--- config.mk ---
export PLATFORM = sky130hd
export DESIGN_NAME = obstacle_swap_ctrl
export DESIGN_NICKNAME = d
export VERILOG_FILES = /design/src/rtl/obstacle_swap_ctrl.sv
export SDC_FILE = /design/constraint.sdc
export NUM_CORES = 2
export LEC_CHECK = 0
export ABC_AREA = 1
export BUFFER_PORTS_ARGS = -buffer_cell sky130_fd_sc_hd__buf_2
export CAP_MARGIN = 20
export CORE_MARGIN = 1
export CORE_UTILIZATION = 40
export DETAILED_ROUTE_END_ITERATION = 6
export PLACE_DENSITY_LB_ADDON = 0.25
export SLEW_MARGIN = 20
export SYNTH_ARGS = -nofsm -noshare
export SYNTH_HDL_FRONTEND = slang
export SYNTH_SLANG_ARGS = --single-unit
--- constraint.sdc ---
create_clock -name clk -period 4.2 [get_ports clk]
set_input_delay 0.42 -clock clk [delete_from_list [all_inputs] [get_ports clk]]
set_output_delay 0.42 -clock clk [all_outputs]
set_load 0.05 [all_outputs]
--- src/rtl/obstacle_swap_ctrl.sv ---
// Double-buffered obstacle/aux frame-swap controller between game logic and VGA.
// Latency: 1-cycle registered front-bank read; swap at the next vsync start, then N_SLOTS-cycle re-seed.
// Backpressure: ready low in PENDING/COPY; writes and commits are dropped while ready is low.
//
// Ports: clk/rst (sync, active-high); vs (active-low vsync); back-bank write port
// (wr_en/wr_idx/wr_slot, aux_wr_en/aux_wr); commit/pending/commit_done/ready handshake;
// front-bank read port (rd_idx -> rd_slot/rd_aux); frame_cnt/swap_cnt statistics.
// Build option: define OBSTACLE_SWAP_STATS_EN to enable the saturating frame/swap counters;
// otherwise both counter outputs are tied to zero.
module obstacle_swap_ctrl #(
    parameter int N_SLOTS = 10,
    parameter int IDX_W   = 4,
    parameter int SLOT_W  = 38,
    parameter int AUX_W   = 11
) (
    input  logic              clk,
    input  logic              rst,
    input  logic              vs,
    output logic              ready,
    input  logic              wr_en,
    input  logic [IDX_W-1:0]  wr_idx,
    input  logic [SLOT_W-1:0] wr_slot,
    input  logic              aux_wr_en,
    input  logic [AUX_W-1:0]  aux_wr,
    input  logic              commit,
    output logic              pending,
    output logic              commit_done,
    input  logic [IDX_W-1:0]  rd_idx,
    output logic [SLOT_W-1:0] rd_slot,
    output logic [AUX_W-1:0]  rd_aux,
    output logic [15:0]       frame_cnt,
    output logic [15:0]       swap_cnt
);

    // Off-screen obstacle: {x_left, x_right, y_up, y_down}
    localparam logic [SLOT_W-1:0] SLOT_RST = {10'd700, 10'd700, 9'd500, 9'd500};
    // {player_y, gamemode}
    localparam logic [AUX_W-1:0]  AUX_RST  = {9'd240, 2'b00};
    localparam logic [IDX_W:0]    N_LIM    = (IDX_W+1)'(N_SLOTS);
    localparam logic [IDX_W-1:0]  LAST_IDX = IDX_W'(N_SLOTS - 1);

    typedef enum logic [1:0] {
        ST_IDLE,
        ST_PENDING,
        ST_COPY
    } state_t;

    state_t            state;
    state_t            state_nxt;
    logic              done_nxt;
    logic              vs_q;
    logic              frame_edge;
    logic              bank_sel;
    logic              back_sel;
    logic [IDX_W-1:0]  copy_idx;
    logic [SLOT_W-1:0] bank [2][N_SLOTS];
    logic [AUX_W-1:0]  aux  [2];

    // First cycle of the (active-low) sync pulse
    assign frame_edge = vs_q & ~vs;
    assign back_sel   = ~bank_sel;

    always_ff @(posedge clk) begin
        if (rst) begin
            state       <= ST_IDLE;
            commit_done <= 1'b0;
        end else begin
            state       <= state_nxt;
            commit_done <= done_nxt;
        end
    end

    always_comb begin
        state_nxt = state;
        done_nxt  = 1'b0;
        ready     = 1'b0;
        pending   = 1'b0;
        case (state)
            ST_IDLE: begin
                ready = 1'b1;
                // An edge coinciding with the commit is deliberately not used
                if (commit) state_nxt = ST_PENDING;
            end
            ST_PENDING: begin
                pending = 1'b1;
                if (frame_edge) state_nxt = ST_COPY;
            end
            ST_COPY: begin
                if (copy_idx == LAST_IDX) begin
                    state_nxt = ST_IDLE;
                    done_nxt  = 1'b1;
                end
            end
            default: state_nxt = ST_IDLE;
        endcase
    end

    always_ff @(posedge clk) begin
        if (rst) begin
            for (int b = 0; b < 2; b++) begin
                for (int i = 0; i < N_SLOTS; i++) bank[b][i] <= SLOT_RST;
                aux[b] <= AUX_RST;
            end
            vs_q     <= 1'b1;
            bank_sel <= 1'b0;
            copy_idx <= '0;
            rd_slot  <= SLOT_RST;
            rd_aux   <= AUX_RST;
        end else begin
            vs_q <= vs;
            case (state)
                ST_IDLE: begin
                    if (wr_en && ({1'b0, wr_idx} < N_LIM)) bank[back_sel][wr_idx] <= wr_slot;
                    if (aux_wr_en) aux[back_sel] <= aux_wr;
                end
                ST_PENDING: begin
                    if (frame_edge) begin
                        bank_sel <= ~bank_sel;
                        copy_idx <= '0;
                    end
                end
                ST_COPY: begin
                    // Re-seed the new back bank so the next frame can be a partial update
                    bank[back_sel][copy_idx] <= bank[bank_sel][copy_idx];
                    if (copy_idx == '0) aux[back_sel] <= aux[bank_sel];
                    copy_idx <= copy_idx + 1'b1;
                end
                default: ;
            endcase
            rd_slot <= ({1'b0, rd_idx} < N_LIM) ? bank[bank_sel][rd_idx] : SLOT_RST;
            rd_aux  <= aux[bank_sel];
        end
    end

`ifdef OBSTACLE_SWAP_STATS_EN
    always_ff @(posedge clk) begin
        if (rst) begin
            frame_cnt <= '0;
            swap_cnt  <= '0;
        end else begin
            if (frame_edge && (frame_cnt != 16'hFFFF)) frame_cnt <= frame_cnt + 16'd1;
            if ((state == ST_PENDING) && frame_edge && (swap_cnt != 16'hFFFF))
                swap_cnt <= swap_cnt + 16'd1;
        end
    end
`else
    assign frame_cnt = '0;
    assign swap_cnt  = '0;
`endif

endmodule

==> results summary <==
The chip width came out at 343 um. The minimum clock period after layout came out at 3.73 ns. The maximum resistive drop on vdd is 0.294 mV. The total clock buffers created by CTS is 92. The detailed router put a total of 71000 um of wire on met1. For this design the ratio of total power to cell area is 408 mW/mm2.

The cell area after synthesis came out at 0.0465 mm2. After detailed routing, the average wire length per cell comes to 25.1 um. The worst path meets setup with 0.469 ns of slack. The clock insertion delay at the later pin of the skew report came out at 0.68 ns. The arrival time reported for the critical path endpoint is 4.23 ns. The pre-antenna-repair detailed-routing pass consisted of 7 iterations. For the pin with the worst max-slew slack, the measured transition is 1.28 ns. Of the available clock period, the critical path in the final layout requires 88.8%. The number of storage elements in the synthesis netlist came out at 841. The synthesized design devotes to its leading area cell type 50.5% of total area. The maximum clock frequency is 0.268 GHz. The fraction of synthesis flops using an asynchronous set or reset pin is 0%. The reported leakage power came out at 19.5 nW.

The filler cell count came out at 11200. The total area inside the core boundary comes to 0.115 mm2. The violation count after the first detailed-route iteration is 6868. The proportion of synthesized area in mux cells is 0.237%.

The worst setup path is captured at a flop. The total wire length after detailed routing is 184000 um. In this design, the stage delay of the slowest critical-path cell is 0.64 ns. The number of library cell types mapped by synthesis is 39. CTS saw 841 sinks. After layout, the design draws a total of 0.0212 W. During placement, the flow inserted port buffers numbering 114. The root buffer selected by CTS is sky130_fd_sc_hd__clkbuf_16.

The flow ran to the end, and the final reports show no timing, DRC or antenna violations. Among all flip-flop cells after synthesis, the most frequent one is sky130_fd_sc_hd__edfxtp_1. During I/O placement, the number of pins put on the boundary was 147.

By area the synthesized netlist is led by sky130_fd_sc_hd__edfxtp_1, sky130_fd_sc_hd__nand2_1, sky130_fd_sc_hd__nand3_1. Counting stages on the worst path, the most repeated cell is sky130_fd_sc_hd__nand2_1. In the global route stage, overall resource usage came out at 30.6%.

The starting utilization of the core area came out at 40.5%. The per-cell via count in the routed design is 5.95. The compound-cell area share of the yosys netlist came out at 5.65%. The xor and xnor area share after synthesis is 0.0188%. The maximum number of pins on one net before global-route repair came out at 202.

The height of the chip is 343 um. The detailed-route DRC error count is 0. No sink is reached through more buffers than the 3 on the longest clock path. The area fraction in and, or, nand and nor cells after synthesis is 33.6%. The worst setup slack after placement came out at 0.656 ns. The estimated wirelength of the detail-placed design came out at 106000 um.

The final cell area excluding filler cells is 0.0519 mm2. Walking the worst path, the cells encountered are ha_1 > inv_1 > nor2_4 > nand2_1 > nand2_1 > inv_2 > nand2_1 > nor2_1 > nand2_8 > buf_12 > inv_2 > nor3_1. The final estimated routing congestion in global placement is 0.906. After detailed routing, the met2 layer carries 79000 um of wire. The number of pins exceeding their max-slew limit in the final report came out at 0. The number of synthesized flops with an enable pin came out at 782. The area growth from synthesis to layout is 11.6%.

The area share of fa/ha/maj cells after synthesis came out at 0.108%. Data on the critical path is required at its endpoint by 4.70 ns. The mean post-synth cell area is 8.02 um2.

After the last flow step, the layout net total stands at 5792. The floorplan die area is 0.118 mm2. The routed layout has 43500 vias. The amount of wire on met3 after detailed routing came out at 26500 um. The share of post-route cells with drive strength above 1 is 8.89%. Global routing finished with a remaining overflow of 0. TritonCTS built the clock tree.

On the critical path, the stage with the largest delay is an instance of sky130_fd_sc_hd__dfxtp_4. The number of global-route vias before repair is 39400. The synthesized instance count is 5794. The main combinational cell family by area after synthesis is simple AND/OR/NAND/NOR gates. Setup repair after global routing left no endpoint under its margin. Across the run, the number of max-cap violations was 0.

The first global-routing pass estimated 265000 um of wire. The largest fanout on the critical path is 127. The final setup violation count came out at 0. Row generation in the floorplan step produced 124 rows. Leaving out fill and tap cells, the most frequent cell in the layout is sky130_fd_sc_hd__nand2_1. The utilization of the core after routing is 45.2%. After detailed routing, no signal wire sits above met5.

The minimum hold slack is 0.0968 ns. The final clock skew came out at 0.0409 ns. During synthesis, Yosys emitted a total of 0 warnings. The initial antenna violation count was 10. The number of levels the H-tree was split into came out at 3. The relative slew slack is 14.6%. Summing all placed instances gives a cell area of 0.0487 mm2.

The clock slew at the register clock pins of the worst setup and hold paths came out at 0.07 ns. The critical path is of the flop to flop type. The worst setup path is launched from a flop. In the layout the commonest cells are sky130_fd_sc_hd__nand2_1, sky130_fd_sc_hd__edfxtp_1, sky130_fd_sc_hd__nand3_1.

The worst hold path belongs to the class input port to flop. In this run the remaining antenna-violating nets after routing total 0. The share of the Yosys chip area taken by registers is 53.1%. The final hold violation count is 0. Of all cell types, the one taking the most synthesized area is sky130_fd_sc_hd__edfxtp_1.
## cells by family after synthesis
group | Yosys count
buffers and inverters | 797
flip-flops | 841
XOR/XNOR | 1
adder cells (fa/ha/maj) | 4
AND/OR/NAND/NOR | 3662
other | 1
AO/OA/AOI/OAI | 477
multiplexers | 11
## registers in the layout, indices dropped and copies added, names as in the netlist, 2 cells and up, named ones only
| register | flops |
|---|---|
| copy_idx | 4 |
| aux | 22 |
| state | 2 |
| rd_slot | 38 |
| bank | 760 |
| rd_aux | 11 |
## metal layers
layer	global-route usage (%)	up-vias
met5	0	-
met4	11.3	12
met3	8.00	516
met2	45.7	3077
met1	42.6	20500
li1	-	19400
## through the flow
step                      setup TNS (ns)  std cells
after floorplan                   -54.22       5825
after global placement                 0       7142
after detailed placement               0       7142
after CTS                              0       7316
after global routing                   0       7317
final                                  0       7320
## report_power, final
part	switching [W]	internal [W]	total (W)
Sequential	0.0000980	0.00956	0.00966
Combinational	0.00228	0.000622	0.00290
Clock	0.00357	0.00505	0.00862
## timing repair
action,CTS,global route
endpoints found under the hold margin,1,0
buffers inserted,0,0
hold buffers,1,0
gates resized for setup,0,0
## critical path: cells and delay by family (launching register included)
kind | cells | cell delay (ns)
and+or+nand+nor | 7 | 1.40
buffers and inverters | 4 | 1.10
DFF | 1 | 0.64
adders and majority gates | 1 | 0.30
## area by class of cell
cell class	count	area [um2]	share of cell area, %
inverter	338	1290	2.48
antenna	4	10.0	0.0193
clock inverter	49	609	1.17
timing repair buffer	265	2160	4.17
multi-input combinational	4187	18700	36.1
tap	1512	1890	3.65
clock buffer	124	2530	4.89
sequential	841	24700	47.6
## cells in the mapped netlist (3+ instances only)
cell type and instances:
sky130_fd_sc_hd__nand3_2 10, sky130_fd_sc_hd__o21bai_1 3, sky130_fd_sc_hd__buf_6 12, sky130_fd_sc_hd__nand2_1 2065, sky130_fd_sc_hd__edfxtp_1 782, sky130_fd_sc_hd__nand3_1 781
sky130_fd_sc_hd__o211ai_1 63, sky130_fd_sc_hd__clkinv_1 8, sky130_fd_sc_hd__nand3b_1 7, sky130_fd_sc_hd__buf_1 43, sky130_fd_sc_hd__ha_1 4, sky130_fd_sc_hd__nand2_2 6
sky130_fd_sc_hd__a21oi_1 147, sky130_fd_sc_hd__nor2_2 6, sky130_fd_sc_hd__nor2_4 4, sky130_fd_sc_hd__or2_2 27, sky130_fd_sc_hd__clkbuf_1 267, sky130_fd_sc_hd__inv_2 18
sky130_fd_sc_hd__o221ai_1 11, sky130_fd_sc_hd__inv_1 312, sky130_fd_sc_hd__buf_2 86, sky130_fd_sc_hd__o21ai_0 239, sky130_fd_sc_hd__nor2_1 468, sky130_fd_sc_hd__o22ai_1 6
sky130_fd_sc_hd__mux2i_1 11, sky130_fd_sc_hd__dfxtp_1 59, sky130_fd_sc_hd__buf_4 51, sky130_fd_sc_hd__nor3_1 15, sky130_fd_sc_hd__nand4_1 273
## worst paths after layout
kind / startpoint / endpoint / slack [ns] / depth (start not counted)
worst min-delay path: rst / copy_idx[0] / 0.1 / 4
worst max register to register: copy_idx[0] / bank[0][26] / 0.47 / 12
worst max-delay path: copy_idx[0] / bank[0][26] / 0.47 / 12
worst min register to register: aux[0][9] / rd_aux[9] / 0.48 / 2
Note: power is estimated with default switching activity, not from simulation.
